$ cat src/rtl/dt_pkg.sv
// Shared types and helpers for the dynamic-truncation scheduler.
package dt_pkg;

    typedef enum logic [1:0] {
        FILL   = 2'd0,
        SELECT = 2'd1,
        DRAIN  = 2'd2
    } dt_state_e;

    // Width needed to hold a bit position inside a bw-bit operand.
    function automatic int dt_sel_w(input int bw);
        return (bw <= 2) ? 1 : $clog2(bw);
    endfunction

    // Never select below the truncated word width, so the part-select stays in range.
    function automatic int dt_clamp_sel(input int p, input int mult_dw);
        return (p < mult_dw) ? mult_dw : p;
    endfunction

endpackage

$ cat src/rtl/dt_lod.sv
// Leading-one detector: position of the highest set bit, plus an all-zero flag.
module dt_lod
    import dt_pkg::*;
#(
    parameter int BW    = 16,
    parameter int SEL_W = dt_sel_w(BW)
) (
    input  logic [BW-1:0]    data,
    output logic [SEL_W-1:0] pos,
    output logic             zero
);

    // Scan upward so the last hit is the most significant set bit.
    always_comb begin
        pos = '0;
        for (int i = 0; i < BW; i++) begin
            if (data[i]) pos = SEL_W'(i);
        end
    end

    assign zero = ~|data;

endmodule

$ cat src/rtl/dyn_trunc_scheduler.sv
// Block-level truncation controller: buffer a block, pick one shared MSB select,
// then replay the block as reduced-width words with the select and rescale shift.
module dyn_trunc_scheduler
    import dt_pkg::*;
#(
    parameter int BW      = 16,
    parameter int MULT_DW = 6,
    parameter int BLOCK   = 8,
    parameter int SEL_W   = dt_sel_w(BW)
) (
    input  logic               clk,
    input  logic               rst_n,
    input  logic               in_valid,
    output logic               in_ready,
    input  logic [BW-1:0]      in_data,
    output logic               out_valid,
    input  logic               out_ready,
    output logic [MULT_DW:0]   out_data,
    output logic [SEL_W-1:0]   out_sel,
    output logic [SEL_W-1:0]   out_shift,
    output logic               out_last
);

    localparam int CNT_W = $clog2(BLOCK);

    dt_state_e                  state;
    logic [CNT_W-1:0]           wr_cnt;
    logic [CNT_W-1:0]           rd_cnt;
    logic [BW-1:0]              acc;
    logic [SEL_W-1:0]           sel_q;
    logic [BLOCK-1:0][BW-1:0]   buf_q;

    logic [SEL_W-1:0]           lod_pos;
    logic                       lod_zero;
    logic                       in_fire;
    logic                       out_fire;
    logic [BW-1:0]              rd_word;
    logic [BW-1:0]              rd_shifted;

    dt_lod #(.BW(BW), .SEL_W(SEL_W)) u_lod (
        .data (acc),
        .pos  (lod_pos),
        .zero (lod_zero)
    );

    // Handshakes decode from registered state only.
    assign in_ready  = (state == FILL);
    assign out_valid = (state == DRAIN);
    assign in_fire   = in_valid & in_ready;
    assign out_fire  = out_valid & out_ready;

    // Shifting right by (sel - MULT_DW) and keeping the low bits is buf[sel -: MULT_DW+1].
    assign out_sel    = sel_q;
    assign out_shift  = sel_q - SEL_W'(MULT_DW);
    assign rd_word    = buf_q[rd_cnt];
    assign rd_shifted = rd_word >> out_shift;
    assign out_data   = out_valid ? rd_shifted[MULT_DW:0] : '0;
    assign out_last   = out_valid && (rd_cnt == CNT_W'(BLOCK - 1));

    // Operand buffer needs no reset: a partial block is simply overwritten.
    always_ff @(posedge clk) begin
        if (in_fire) buf_q[wr_cnt] <= in_data;
    end

    // Block sequencing: FILL accumulates, SELECT latches the select, DRAIN replays.
    always_ff @(posedge clk or negedge rst_n) begin
        if (!rst_n) begin
            state  <= FILL;
            wr_cnt <= '0;
            rd_cnt <= '0;
            acc    <= '0;
            sel_q  <= SEL_W'(MULT_DW);
        end else begin
            case (state)
                FILL: begin
                    if (in_fire) begin
                        acc    <= acc | in_data;
                        wr_cnt <= wr_cnt + 1'b1;
                        if (wr_cnt == CNT_W'(BLOCK - 1)) state <= SELECT;
                    end
                end
                SELECT: begin
                    sel_q  <= lod_zero ? SEL_W'(MULT_DW)
                                       : SEL_W'(dt_clamp_sel(int'(lod_pos), MULT_DW));
                    acc    <= '0;
                    rd_cnt <= '0;
                    state  <= DRAIN;
                end
                DRAIN: begin
                    if (out_fire) begin
                        rd_cnt <= rd_cnt + 1'b1;
                        if (out_last) begin
                            wr_cnt <= '0;
                            rd_cnt <= '0;
                            state  <= FILL;
                        end
                    end
                end
                default: state <= FILL;
            endcase
        end
    end

endmodule
$ cat config.mk
export PLATFORM = sky130hd
export DESIGN_NAME = dyn_trunc_scheduler
export DESIGN_NICKNAME = d
export VERILOG_FILES = /design/src/rtl/dt_pkg.sv /design/src/rtl/dt_lod.sv /design/src/rtl/dyn_trunc_scheduler.sv
export SDC_FILE = /design/constraint.sdc
export NUM_CORES = 1
export LEC_CHECK = 0
export ABC_AREA = 1
export CORE_MARGIN = 1
export CORE_UTILIZATION = 60
export CTS_CLUSTER_SIZE = 40
export DETAILED_ROUTE_END_ITERATION = 10
export PLACE_DENSITY = 0.83
export SLEW_MARGIN = 20
export SYNTH_ARGS = -nofsm -noshare
export SYNTH_HDL_FRONTEND = slang
export SYNTH_SLANG_ARGS = --single-unit
$ cat constraint.sdc
create_clock -name clk -period 6.6 [get_ports clk]
set_input_delay 0.99 -clock clk [delete_from_list [all_inputs] [get_ports clk]]
set_output_delay 0.99 -clock clk [all_outputs]
set_load 0.05 [all_outputs]
After elaboration in Yosys (flattened, before gate mapping)
Cells that the tools add are included.

Flip-flop bits (word level): 156. Latch bits: 0. RAM bits: 0. ROM bits: 0. Bits of input ports: 20. Output and inout port bits: 18. Logic and storage cells: 80. Memories kept: 0.

$add $sub $neg: 3. Multiply operators: 0. Div/mod/pow operators: 0. Magnitude comparators: 4. Equality and inequality tests: 8. Shifts and indexed selects: 1. Mux-type cells: 37. Bitwise logic cells: 3. Reduce and logical (&&, ||, !) cells: 11.

Operator list (count): bitwise mux 128 bit (1); binary-select mux 16 bit (select 3 bit) (1); demux 16 bit (select 3 bit) (1); 2-to-1 mux 16 bit (3); 2-to-1 mux 4 bit (10); one-hot mux 16 bit (2 select lines) (1); 2-to-1 mux 3 bit (9); OR 16 bit (1); OR reduction 16 bit (1); >> shifter 16 x 4 -> 7 bit (1); 2-to-1 mux 2 bit (6); one-hot mux 3 bit (2 select lines) (2); less-than comparator 3 x 4 -> 1 bit, second input constant (2); != test 2 x 1 -> 1 bit, second input constant (4); AND reduction 4 bit (2); 2-to-1 mux 7 bit (1); adder 3 x 1 -> 3 bit, second input constant (2); == test 3 bit, second input constant (2); one-hot mux 2 bit (3 select lines) (1); nonzero test 2 bit (3); less-than comparator 4 x 3 -> 1 bit, second input constant (1); AND reduction 2 bit (2); subtractor 4 x 3 -> 4 bit, second input constant (1); >= comparator 3 x 1 -> 1 bit, second input constant (1); 6 further kinds (8).

Longest topological paths before layout
Word-level depth: 18. Gate-level depth with buffers: 17. Gate-level depth less buffers: 17.

Hierarchy
Synthesis repeated with hierarchy kept, for this count alone.

Cell total of the unflattened synthesis: 781. Area, all modules: 7343.3 sq um.

Modules (own cells, without submodules): dyn_trunc_scheduler (times used 1, cells an instance 737, area an instance 7161.9 sq um, seq. area each 4546.9 sq um); dt_lod (times used 1, cells an instance 44, area an instance 181.4 sq um, seq. area each 0.0 sq um).

Worst setup path after synthesis
OpenSTA, ideal clock, no wires.

Path kind: register to output. From: reg sel_q[1], in the netlist out_sel[1]. To: out out_data[0]. Data arrival time: 2.769 ns. Required time: 5.610 ns. Slack: 2.841 ns. Cell stages (with the launch flop): 9. Path buffers: 1. Cells stage by stage: dfstp_2 > ha_1 > buf_2 > clkinv_1 > nor2_1 > nand3_1 > nand2_1 > inv_1 > a21oi_1.

Word-level cells in the longest chain between the ends: 3.

Ends and longest elaborated chain: from (decl) (line dyn_trunc_scheduler.sv:30) `logic [SEL_W-1:0] sel_q;`; from (signal assigned) (line dyn_trunc_scheduler.sv:72) `sel_q <= SEL_W'(MULT_DW);`; from (signal assigned) (line dyn_trunc_scheduler.sv:83) `sel_q <= lod_zero ? SEL_W'(MULT_DW)`; subtractor 4 x 3 -> 4 bit (line dyn_trunc_scheduler.sv:54) `assign out_shift = sel_q - SEL_W'(MULT_DW);`; net out_shift[2] (line dyn_trunc_scheduler.sv:20) `output logic [SEL_W-1:0] out_shift,`; >> shifter 16 x 4 -> 7 bit (line dyn_trunc_scheduler.sv:56) `assign rd_shifted = rd_word >> out_shift;`; 2-to-1 mux 7 bit (line dyn_trunc_scheduler.sv:57) `assign out_data = out_valid ? rd_shifted[MULT_DW:0] : '0;`; to (decl) (line dyn_trunc_scheduler.sv:18) `output logic [MULT_DW:0] out_data,`.

The timed path passes the listed nets, and every way through them passes these cells.

Worst setup path after layout
From: reg rd_cnt[0]. To: out out_data[4].

Word-level cells in the longest chain between the ends: 4.

Ends and longest elaborated chain: from (decl) (line dyn_trunc_scheduler.sv:28) `logic [CNT_W-1:0] rd_cnt;`; from (signal assigned) (line dyn_trunc_scheduler.sv:91) `rd_cnt <= rd_cnt + 1'b1;`; binary-select mux 16 bit (select 3 bit) (line dyn_trunc_scheduler.sv:55) `assign rd_word = buf_q[rd_cnt];`; 2-to-1 mux 16 bit (implied by the code) (line dyn_trunc_scheduler.sv:55); >> shifter 16 x 4 -> 7 bit (line dyn_trunc_scheduler.sv:56); 2-to-1 mux 7 bit (line dyn_trunc_scheduler.sv:57).

No other way between the ends. The select of a mux whose other input is x is not followed.

==> flow_metrics.env <==
export IMPL_place_worst_setup_slack_ps=2120
export IMPL_leakage_nw=3.04
export IMPL_layout_drive_gt1_share_pct=6.40
export IMPL_min_period_over_period_pct=76.3
export IMPL_netlist_top_cell_by_area="edfxtp_1"
export IMPL_ctsRootBufferMaster="clkbuf_16"
export IMPL_crit_chain="inv_2 > nand2_1 > nand2_1 > nand2_1 > nand3_1 > nand3_1 > nand3_1 > nand2_1 > nand2_1 > nand3_1 > a21oi_1 > clkdlybuf4s50_1"
export IMPL_postCtsSetupRepairBufs=0
export IMPL_worst_path_cell_with_the_longest_stage_delay="clkdlybuf4s50_1"
export IMPL_finalCoreUtilization_pct=72.1
export IMPL_area_grow_syn2layout_pct=14.8
export IMPL_timing_final_max_slew_violations=0
export IMPL_globalRouteOverflowTotal=0
export IMPL_vias_in_the_first_global_route=5070
export IMPL_min_to="out_sel[2]"
export IMPL_post_synth_xor_area_fraction_pct=0.126
export IMPL_type_of_the_most_critical_hold_path="reg -> reg"
export IMPL_clock_sinks=156
export IMPL_max_freq_mhz=199
export IMPL_post_cts_resize_count=0
export IMPL_worstReg2RegStart="state[0]"
export IMPL_grt_setup_unrepaired="no"
export IMPL_post_syn_area_per_cell_um2=10.1
export IMPL_design_final_nets=746
export IMPL_worst_r2r_setup_slack_ps=4400
export IMPL_critical_path_reg2reg_endpoint="buf_q[64]"
export IMPL_die_width_um=110
export IMPL_syn_num_nets=711
export IMPL_detailedRoute_firstIterationViolations=507
export IMPL_routed_wire_length_per_instance_um=19.9
export IMPL_drv_cap=0
export IMPL_worst_pin_slew_ps=991
export IMPL_vias=5302
export IMPL_power_density_nw_per_um2=500
export IMPL_slew_headroom_pct=34.0
export IMPL_slowest_delay_ps=870
export IMPL_power_combinational_fraction_pct=42.0
export IMPL_ys_top_cells_by_area="edfxtp_1 55%, dfrtp_1 9.3%, nor2_1 7.4%"
export IMPL_power_report_internal_total_mw=2.32
export IMPL_detail_placement_hpwl_mm=10.4
export IMPL_synthesis_area_um2=6960
export IMPL_die_height_um=110
export IMPL_main_combinational_cell_family_by_area_after_synthesis="simple AND/OR/NAND/NOR gates"
export IMPL_cp_end_kind="output pin"
export IMPL_most_used_cell_along_the_critical_path="nand2_1"
export IMPL_crit_path_start_kind="register"
export IMPL_report_power_total_mw=4.00
export IMPL_yosys_warnings=0
export IMPL_numCtsBuffers=17
export IMPL_routabilityCongestion=0.923
export IMPL_detail_route_wirelength_mm=17.4
export IMPL_post_synth_and_or_nand_nor_area_fraction_pct=20.7
export IMPL_synth_yosys_seq_area_share_pct=65.3
export IMPL_drt_pass1_iter_count=8
export IMPL_cts_htree_levels=4
export IMPL_final_antenna_net_count=0
export IMPL_timing_final_crit_period_ps=5040
export IMPL_critPathMaxFanout=66
export IMPL_ir_drop_mv=0.323
export IMPL_timing_critical_path_arrival_ps=4050
export IMPL_finalSetupTns_ps=0
export IMPL_post_route_drc_count=0
export IMPL_setup_ws_ps=1560
export IMPL_netlist_cell_type_count=26
export IMPL_design_core_area_um2=11100
export IMPL_clock_skew_ps=7.16
export IMPL_synth_adder_area_share_pct=0.899
export IMPL_netSwitchingPower_mw=1.68
export IMPL_hold_start="out_sel[2]"
export IMPL_timing_final_hold_violations=0
export IMPL_gr_usage_all_layers_pct=31.7
export IMPL_grt_pass1_wl_mm=26.9
export IMPL_die_area_um2=12000
export IMPL_worst_r2r_path_depth=6
export IMPL_num_antenna_cells=0
export IMPL_antenna_found_initial=0
export IMPL_crit_required_ps=5610
export IMPL_grt_start_max_net_pins=67
export IMPL_cts_tree="built"
export IMPL_power_switching_fraction_pct=42.1
export IMPL_critPathKind="reg -> out"
export IMPL_synth_mux_area_share_pct=0
export IMPL_hold_path_cell_count=2
export IMPL_port_buffer_count=37
export IMPL_rows=38
export IMPL_clkLatencyLatePin_ps=430
export IMPL_cts_clk_slew_worst_paths_ps=60
export IMPL_register_share_of_total_power_pct=33.4
export IMPL_most_common_layout_cells="137 x nor2_1, 128 x edfxtp_1, 115 x nand2_1, 97 x nand3_1, 73 x o21ai_0"
export IMPL_boundaryPins=38
export IMPL_fill_cell_total_of_the_finished_layout=793
export IMPL_synth_compound_area_share_pct=7.82
export IMPL_routed_via_density=6.07
export IMPL_netlist_area_leader_share_pct=55.2
export IMPL_finalSetupViolations=0
export IMPL_post_cts_hold_buffer_count=0
export IMPL_initial_core_util_pct=62.8
export IMPL_layout_commonest_cell="nor2_1"
export IMPL_result_of_the_run="finished, final reports clean"
export IMPL_syn_inst=686
export IMPL_clockBufferDepth=2
export IMPL_worst_hold_slack_ps=490
export IMPL_power_clock_fraction_pct=24.6
export IMPL_ys_ff_latch=156
[power groups by stage]
stage               Clock (mW)  Combinational [mW]  Sequential, mW
floorplan                    0                1.25            1.30
global placement             0                1.61            1.34
detailed placement           0                1.64            1.35
CTS                      0.987                1.66            1.33
global route              1.02                1.84            1.35
finish                   0.984                1.68            1.34
[cell type report]
type / count / area, um2 / share of cell area (%)
sequential: 156 / 4550 / 56.9
multi-input combinational: 460 / 2060 / 25.8
clock buffer: 26 / 553 / 6.92
timing repair buffer: 50 / 468 / 5.85
tap: 140 / 175 / 2.19
inverter: 36 / 135 / 1.69
clock inverter: 6 / 53.8 / 0.673
[registers in the layout (all words and copies together), names as in the netlist]
signal	cells
buf_q	128
acc	16
out_sel	4
rd_cnt	3
wr_cnt	3
state	2
[cells by family after synthesis]
kind of cell,count (synthesis)
AO/OA/AOI/OAI,103
adder cells (fa/ha/maj),5
XOR/XNOR,1
AND/OR/NAND/NOR,351
flip-flops,156
buffers and inverters,70
[synthesized netlist by cell type]
cell	count
a21oi_1	10
o21ai_0	73
nor2_1	137
ha_1	5
nor4_1	1
nand3_1	97
buf_6	9
xor2_1	1
dfrtp_1	26
nand2_1	115
clkinv_1	4
buf_1	2
dfstp_2	2
o22ai_1	1
a22o_1	2
clkbuf_1	9
buf_2	11
nand4_1	1
o41ai_1	1
edfxtp_1	128
inv_1	30
inv_2	2
o21ai_1	10
o211ai_1	5
a21oi_2	1
buf_4	3
[routing by layer]
layer	global-route usage, %	up-vias	share of wire [%]	wire length, um
met5	0	-	0	0
met4	14.9	0	2.5	441
met3	8.06	36	10	1760
met2	48.2	307	46	8080
met1	43.1	2528	41	7140
li1	-	2431	-	-
[critical path: cells and delay by family (launching register included)]
family                 cells  cell delay, ps
buffers and inverters      2            1670
AOI/OAI and AO/OA          1             280
and+or+nand+nor            9             990
DFF                        1             630
[how the worst max path moves through the flow]
stage,from,to,slack [ps],depth (start not counted)
2_1_floorplan,out_sel[1],out_data[0],2840,8
3_3_place_gp,rd_cnt[0],out_data[0],2160,10
3_5_place_dp,rd_cnt[0],out_data[4],2120,10
4_1_cts,rd_cnt[0],out_data[4],1640,12
5_1_grt,rd_cnt[0],out_data[4],1330,10
6_report,rd_cnt[0],out_data[4],1560,12
[stage by stage]
stage / instances / area, um2
after floorplan: 686 / 6960
after global placement: 842 / 7390
after detailed placement: 842 / 7390
after CTS: 874 / 7990
after global routing: 874 / 7990
final: 874 / 7990
Power figures use the tool's default switching activity.
